**config.mk**
```make
export PLATFORM = sky130hd
export DESIGN_NAME = seg7_scan_rx
export DESIGN_NICKNAME = d
export VERILOG_FILES = /design/src/rtl/seg7_scan_rx.sv
export SDC_FILE = /design/constraint.sdc
export NUM_CORES = 1
export LEC_CHECK = 0
export CELL_PAD_IN_SITES_DETAIL_PLACEMENT = 2
export CELL_PAD_IN_SITES_GLOBAL_PLACEMENT = 2
export CORE_MARGIN = 4
export CORE_UTILIZATION = 33
export CTS_CLUSTER_DIAMETER = 200
export DETAILED_ROUTE_END_ITERATION = 10
export GPL_TIMING_DRIVEN = 0
export PLACE_DENSITY_LB_ADDON = 0.25
export SETUP_SLACK_MARGIN = 0.5
export SLEW_MARGIN = 25
export SYNTH_ARGS = -nofsm -noshare
export SYNTH_HDL_FRONTEND = slang
export SYNTH_SLANG_ARGS = --single-unit
```
**constraint.sdc**
```tcl
create_clock -name clk -period 2.95 [get_ports clk]
set_input_delay 0.59 -clock clk [delete_from_list [all_inputs] [get_ports clk]]
set_output_delay 0.59 -clock clk [all_outputs]
set_load 0.01 [all_outputs]
```
**src/rtl/seg7_scan_rx.sv**
```systemverilog
// Receiver for a multiplexed 4-digit 7-segment scan: captures stable digits, assembles frames.
// Build option: define SEG7_SCAN_RX_DECODE_EN to register a 5-bit symbol per digit on code.
module seg7_scan_rx #(
   parameter int STABLE_CYC  = 2,
   parameter int TIMEOUT_CYC = 1024
) (
   input  logic        clk,
   input  logic        rst,
   input  logic [3:0]  an,
   input  logic [6:0]  seg,
   input  logic        dp,
   output logic [31:0] frame,
   output logic [19:0] code,
   output logic        valid,
   input  logic        ready,
   output logic        err,
   output logic        overrun
);

   localparam logic [0:0]  ST_SYNC    = 1'b0;
   localparam logic [0:0]  ST_COLLECT = 1'b1;
   localparam logic [7:0]  STABLE_V   = 8'(STABLE_CYC);
   localparam logic [16:0] TIMEOUT_V  = 17'(TIMEOUT_CYC);

   logic [11:0] sample_s;
   logic [7:0]  pattern_s;
   logic [11:0] prev_r;
   logic [7:0]  stab_r;
   logic [7:0]  stab_next_s;
   logic        same_s;
   logic        capture_s;
   logic        legal_s;
   logic        illegal_s;
   logic [1:0]  idx_s;
   logic [0:0]  state_r;
   logic [0:0]  state_n_s;
   logic [1:0]  exp_r;
   logic [1:0]  exp_n_s;
   logic [15:0] tmo_r;
   logic [15:0] tmo_n_s;
   logic [31:0] shadow_r;
   logic [31:0] shadow_n_s;
   logic        complete_s;
   logic        load_s;
   logic        err_s;
   logic [31:0] frame_r;
   logic        valid_r;
   logic        err_r;
   logic        overrun_r;

   assign sample_s  = {an, dp, seg};
   assign pattern_s = {dp, seg};

   // Stability run length; stab_r == 0 marks "no previous sample" after reset.
   always_comb begin
      same_s      = (stab_r != 8'd0) && (sample_s == prev_r);
      stab_next_s = 8'd1;
      if (same_s) begin
         if (stab_r == STABLE_V) begin
            stab_next_s = stab_r;
         end else begin
            stab_next_s = stab_r + 8'd1;
         end
      end else begin
         stab_next_s = 8'd1;
      end
      capture_s = (stab_next_s == STABLE_V) && (!same_s || (stab_r != STABLE_V));
   end

   // Classify the digit enables.
   always_comb begin
      legal_s   = 1'b0;
      illegal_s = 1'b0;
      idx_s     = 2'd0;
      case (an)
         4'b1110: begin legal_s = 1'b1; idx_s = 2'd0; end
         4'b1101: begin legal_s = 1'b1; idx_s = 2'd1; end
         4'b1011: begin legal_s = 1'b1; idx_s = 2'd2; end
         4'b0111: begin legal_s = 1'b1; idx_s = 2'd3; end
         4'b1111: begin legal_s = 1'b0; illegal_s = 1'b0; end
         default: illegal_s = 1'b1;
      endcase
   end

   // Frame sequencing: digit order, shadow storage and inter-capture timeout.
   always_comb begin
      state_n_s  = state_r;
      exp_n_s    = exp_r;
      tmo_n_s    = tmo_r;
      shadow_n_s = shadow_r;
      complete_s = 1'b0;
      err_s      = 1'b0;
      if (capture_s && illegal_s) begin
         err_s     = 1'b1;
         state_n_s = ST_SYNC;
         tmo_n_s   = 16'd0;
      end else if (capture_s && legal_s) begin
         tmo_n_s = 16'd0;
         if (state_r == ST_SYNC) begin
            if (idx_s == 2'd0) begin
               shadow_n_s[7:0] = pattern_s;
               state_n_s       = ST_COLLECT;
               exp_n_s         = 2'd1;
            end else begin
               state_n_s = ST_SYNC;
            end
         end else if (idx_s == exp_r) begin
            shadow_n_s[{idx_s, 3'b000} +: 8] = pattern_s;
            if (idx_s == 2'd3) begin
               complete_s = 1'b1;
               state_n_s  = ST_SYNC;
            end else begin
               exp_n_s = exp_r + 2'd1;
            end
         end else begin
            // Out-of-order digit: a stray digit 0 restarts the frame instead of waiting for resync.
            err_s = 1'b1;
            if (idx_s == 2'd0) begin
               shadow_n_s[7:0] = pattern_s;
               state_n_s       = ST_COLLECT;
               exp_n_s         = 2'd1;
            end else begin
               state_n_s = ST_SYNC;
            end
         end
      end else if (state_r == ST_COLLECT) begin
         if (({1'b0, tmo_r} + 17'd1) >= TIMEOUT_V) begin
            err_s     = 1'b1;
            state_n_s = ST_SYNC;
            tmo_n_s   = 16'd0;
         end else begin
            tmo_n_s = tmo_r + 16'd1;
         end
      end else begin
         tmo_n_s = 16'd0;
      end
   end

   assign load_s = complete_s && (!valid_r || ready);

   // Sampling and sequencing state.
   always_ff @(posedge clk) begin
      if (rst) begin
         prev_r   <= 12'hFFF;
         stab_r   <= 8'd0;
         state_r  <= ST_SYNC;
         exp_r    <= 2'd0;
         tmo_r    <= 16'd0;
         shadow_r <= 32'hFFFF_FFFF;
         err_r    <= 1'b0;
      end else begin
         prev_r   <= sample_s;
         stab_r   <= stab_next_s;
         state_r  <= state_n_s;
         exp_r    <= exp_n_s;
         tmo_r    <= tmo_n_s;
         shadow_r <= shadow_n_s;
         err_r    <= err_s;
      end
   end

   // Output holding register with valid/ready handshake and overrun detection.
   always_ff @(posedge clk) begin
      if (rst) begin
         frame_r   <= 32'hFFFF_FFFF;
         valid_r   <= 1'b0;
         overrun_r <= 1'b0;
      end else begin
         overrun_r <= 1'b0;
         if (load_s) begin
            frame_r <= {pattern_s, shadow_r[23:0]};
            valid_r <= 1'b1;
         end else if (complete_s) begin
            overrun_r <= 1'b1;
         end else if (ready) begin
            valid_r <= 1'b0;
         end else begin
            valid_r <= valid_r;
         end
      end
   end

`ifdef SEG7_SCAN_RX_DECODE_EN
   logic [19:0] code_r;

   function automatic logic [4:0] decode_sym(input logic [7:0] p);
      logic [4:0] c;
      case (p)
         8'hFF: c = 5'd0;
         8'h88: c = 5'd1;
         8'h83: c = 5'd2;
         8'hC6: c = 5'd3;
         8'hA1: c = 5'd4;
         8'h86: c = 5'd5;
         8'h8E: c = 5'd6;
         8'hC2: c = 5'd7;
         8'h8B: c = 5'd8;
         8'hFB: c = 5'd9;
         8'hE1: c = 5'd10;
         8'h8A: c = 5'd11;
         8'hC7: c = 5'd12;
         8'hC8: c = 5'd13;
         8'hAB: c = 5'd14;
         8'hA3: c = 5'd15;
         8'h8C: c = 5'd16;
         8'h98: c = 5'd17;
         8'hAF: c = 5'd18;
         8'h93: c = 5'd19;
         8'h87: c = 5'd20;
         8'hE3: c = 5'd21;
         8'hC1: c = 5'd22;
         8'h81: c = 5'd23;
         8'h89: c = 5'd24;
         8'h91: c = 5'd25;
         8'hE4: c = 5'd26;
         8'hBF: c = 5'd27;
         default: c = 5'd31;
      endcase
      return c;
   endfunction

   // Decoded symbols load in step with frame.
   always_ff @(posedge clk) begin
      if (rst) begin
         code_r <= 20'h0;
      end else if (load_s) begin
         code_r <= {decode_sym(pattern_s), decode_sym(shadow_r[23:16]),
                    decode_sym(shadow_r[15:8]), decode_sym(shadow_r[7:0])};
      end else begin
         code_r <= code_r;
      end
   end

   assign code = code_r;
`else
   assign code = 20'h0;
`endif

   assign frame   = frame_r;
   assign valid   = valid_r;
   assign err     = err_r;
   assign overrun = overrun_r;

endmodule

```
==> results.yml <==
finish:
  layout_common_cells: "94 x dfxtp_1, 90 x nor2_1, 47 x mux2i_1"
  antenna_cells: 0
  layout_commonest_cell: "dfxtp_1"
  fin_nets: 642
  area_growth_pct: 34.6
  layout-drive-gt1-share: 0.202
  fill_cells: 1510
power:
  seqPwrFrac: 0.465
  p_sw_frac: 0.240
  p_per_area_mw_per_mm2: 463
  vdd_drop_max_uv: 352
  p_int_w: 0.00220
  netSwitchingPower_w: 0.000694
  p_leak_nw: 2.64
  comb_power_share: 0.084
  clkPwrFrac: 0.451
  total_power_w: 0.00290
clock_tree:
  cts_tree: "yes"
  clkLatencyLatePin_ns: 0.35
  clock_sinks: 98
  cts_made_buffers: 9
  clock_path_buffers: 2
  h-tree-depth: 3
  clockRootBuffer: "clkbuf_16"
  clk_pin_slew_worst_paths_ns: 0.07
synth:
  synthArstFlopShare: 0
  ys_warn_count: 0
  avgSynthCellArea_sq_um: 9.09
  synth.cell_area_sq_mm: 0.00464
  ys.flop_type: "dfxtp_1"
  synth_edf_count: 0
  ys_seq_area_frac: 0.422
  yosysUniqueCellTypes: 53
  syn_inst: 511
  ys_ff_latch: 98
setup_path:
  ff2ff_setup_slack_ns: 0.30
  cp-startpoint: "stab_r[5]"
  ff2ff_path_depth: 8
  rr_startpoint: "stab_r[5]"
  path_class: "reg -> reg"
  cp_slowest_cell: "nor3_1"
  cp.required_ns: 3.22
  cp_cell_sequence: "nor3_1 > o21ai_1 > a2bb2oi_4 > nand4_4 > or4_4 > buf_8 > buf_12 > mux2i_1"
  cp_max_fo: 10
  r2r-end: "frame[12]"
  max_stage_delay_ns: 0.54
  cp-end-kind: "flip-flop"
  cp.arrival_ns: 2.92
  start_kind: "flip-flop"
timing:
  rsz0062_at_grt: "true"
  layout_min_cycle_time_ns: 2.65
  hold_viol: 0
  drv_slew: 0
  worst_slew_pin_slew_ns: 0.668
  slew_headroom: 0.554
  period_share: 0.900
  whs_ns: 0.459
  skew_ns: 0.00885
  finalSetupTns_ns: 0
  max_freq_ghz: 0.377
  setup_viol: 0
placement:
  hpwl_um: 9890
  port_buffers: 47
  globalplace.congestion: 0.752
route:
  drt_wl_total_um: 15400
  via_count: 4016
  wire_per_inst_um: 19.2
  via_per_inst: 5.00
  ant_nets: 0
  drt_iter0_markers: 120
  first_pass_iters: 4
  drc: 0
hold_path:
  whs_path_depth: 2
  hold_end: "shadow_r[5]"
  hold_path_startpoint: "shadow_r[5]"
  worst_hold_path_type: "reg -> reg"
global_routing:
  grt_overflow: 0
  grt_max_degree: 17
  grt_pass1_vias: 4464
  antenna_found_initial: 0
  grt.total_usage: 0.181
  grt_pass1_wl_um: 23300
die:
  ios: 70
  initial_core_util: 0.336
  core_region_area_sq_mm: 0.0138
  die_h_um: 127
  die_area_sq_mm: 0.0160
  fp.dieW_um: 127
  rows: 43
outcome:
  status: "completed"
job:
  drv_cap: 0
[power by group through the flow]
stage                     logic, W  registers, W  clock network, W
after detailed placement  0.000207       0.00138                 0
after global routing      0.000267       0.00135           0.00140
after floorplan           0.000140       0.00137                 0
after CTS                 0.000219       0.00135           0.00133
final                     0.000245       0.00135           0.00131
after global placement    0.000199       0.00137                 0
[metal layers]
metal	vias up	GRT usage	share of wire
li1	1914	-	-
met1	1997	0.212	0.42
met2	82	0.327	0.53
met3	23	0.0303	0.030
met4	0	0.0726	0.024
met5	-	0	0
[flip-flops by register name, indices dropped and copies added, names as in the netlist]
name,flops
frame,32
shadow_r,24
tmo_r,16
prev_r,12
stab_r,8
exp_r,2
err,1
overrun,1
state_r,1
valid,1
[worst max-delay path, delay by kind of cell, from the launching register on]
| kind | cells | cell delay, ns |
|---|---|---|
| AND/OR/NAND/NOR | 3 | 1.11 |
| AO/OA/AOI/OAI | 2 | 0.63 |
| buffers and inverters | 2 | 0.31 |
| multiplexers | 1 | 0.18 |
| flip-flops | 1 | 0.35 |
[cell type report]
class / count / area [sq um] / area share
Buffer: 44 / 360 / 0.0576
Clock buffer: 11 / 243 / 0.0388
Clock inverter: 5 / 85.1 / 0.0136
Inverter: 28 / 105 / 0.0168
Multi-Input combinational cell: 366 / 2590 / 0.414
Sequential cell: 98 / 1970 / 0.315
Tap cell: 180 / 225 / 0.0360
Timing Repair Buffer: 71 / 676 / 0.108
[cells by family (layout without fill, tap and decap cells)]
group / count (synthesis) / in the layout / share of synthesized area
flops: 98 / 98 / 0.422
xor+xnor: 32 / 32 / 0.0603
compound gates: 66 / 66 / 0.0973
mux: 51 / 51 / 0.110
buf+inv: 72 / 159 / 0.0865
other cells: 1 / 26 / 0.000807
simple gates: 182 / 182 / 0.198
fa+ha+maj: 9 / 9 / 0.0242
[how the worst max path moves through the flow]
stage	to	slack, ns	depth (start not counted)
floorplan	frame[24]	0.44	9
global placement	frame[27]	-0.34	11
detailed placement	shadow_r[16]	-0.45	8
CTS	frame[12]	0.42	10
global route	frame[7]	0.18	8
finish	frame[12]	0.30	8
[cells in the mapped netlist, types with 6 or more instances]
cell type / number / area [sq um]
a21oi_1: 20 / 100
a41oi_1: 9 / 78.8
and3_1: 7 / 43.8
buf_4: 22 / 165
buf_6: 6 / 67.6
clkbuf_1: 13 / 48.8
dfxtp_1: 98 / 1960
ha_1: 9 / 113
inv_1: 27 / 101
mux2i_1: 50 / 500
nand2_1: 15 / 56.3
nand3_1: 15 / 75.1
nand4_1: 11 / 68.8
nor2_1: 90 / 338
nor3_1: 11 / 55.1
o21ai_0: 15 / 75.1
or2_2: 6 / 37.5
xnor2_1: 21 / 184
xor2_1: 11 / 96.3
[timing repair]
item	CTS	global route
endpoints found under the setup margin	77	77
resized for setup	35	41
pin swaps	9	11
hold buffers	0	0
setup buffers	19	5
[metrics by stage]
step	utilization	worst slack (ns)	cells	area, sq um
3_3_place_gp	0.399	-0.342	763	5520
3_5_place_dp	0.399	-0.446	763	5520
2_1_floorplan	-	0.436	536	4820
4_1_cts	0.441	0.419	798	6090
5_1_grt	0.452	0.181	803	6250
6_report	0.452	0.295	803	6250
(Power assumes the default switching activity.)
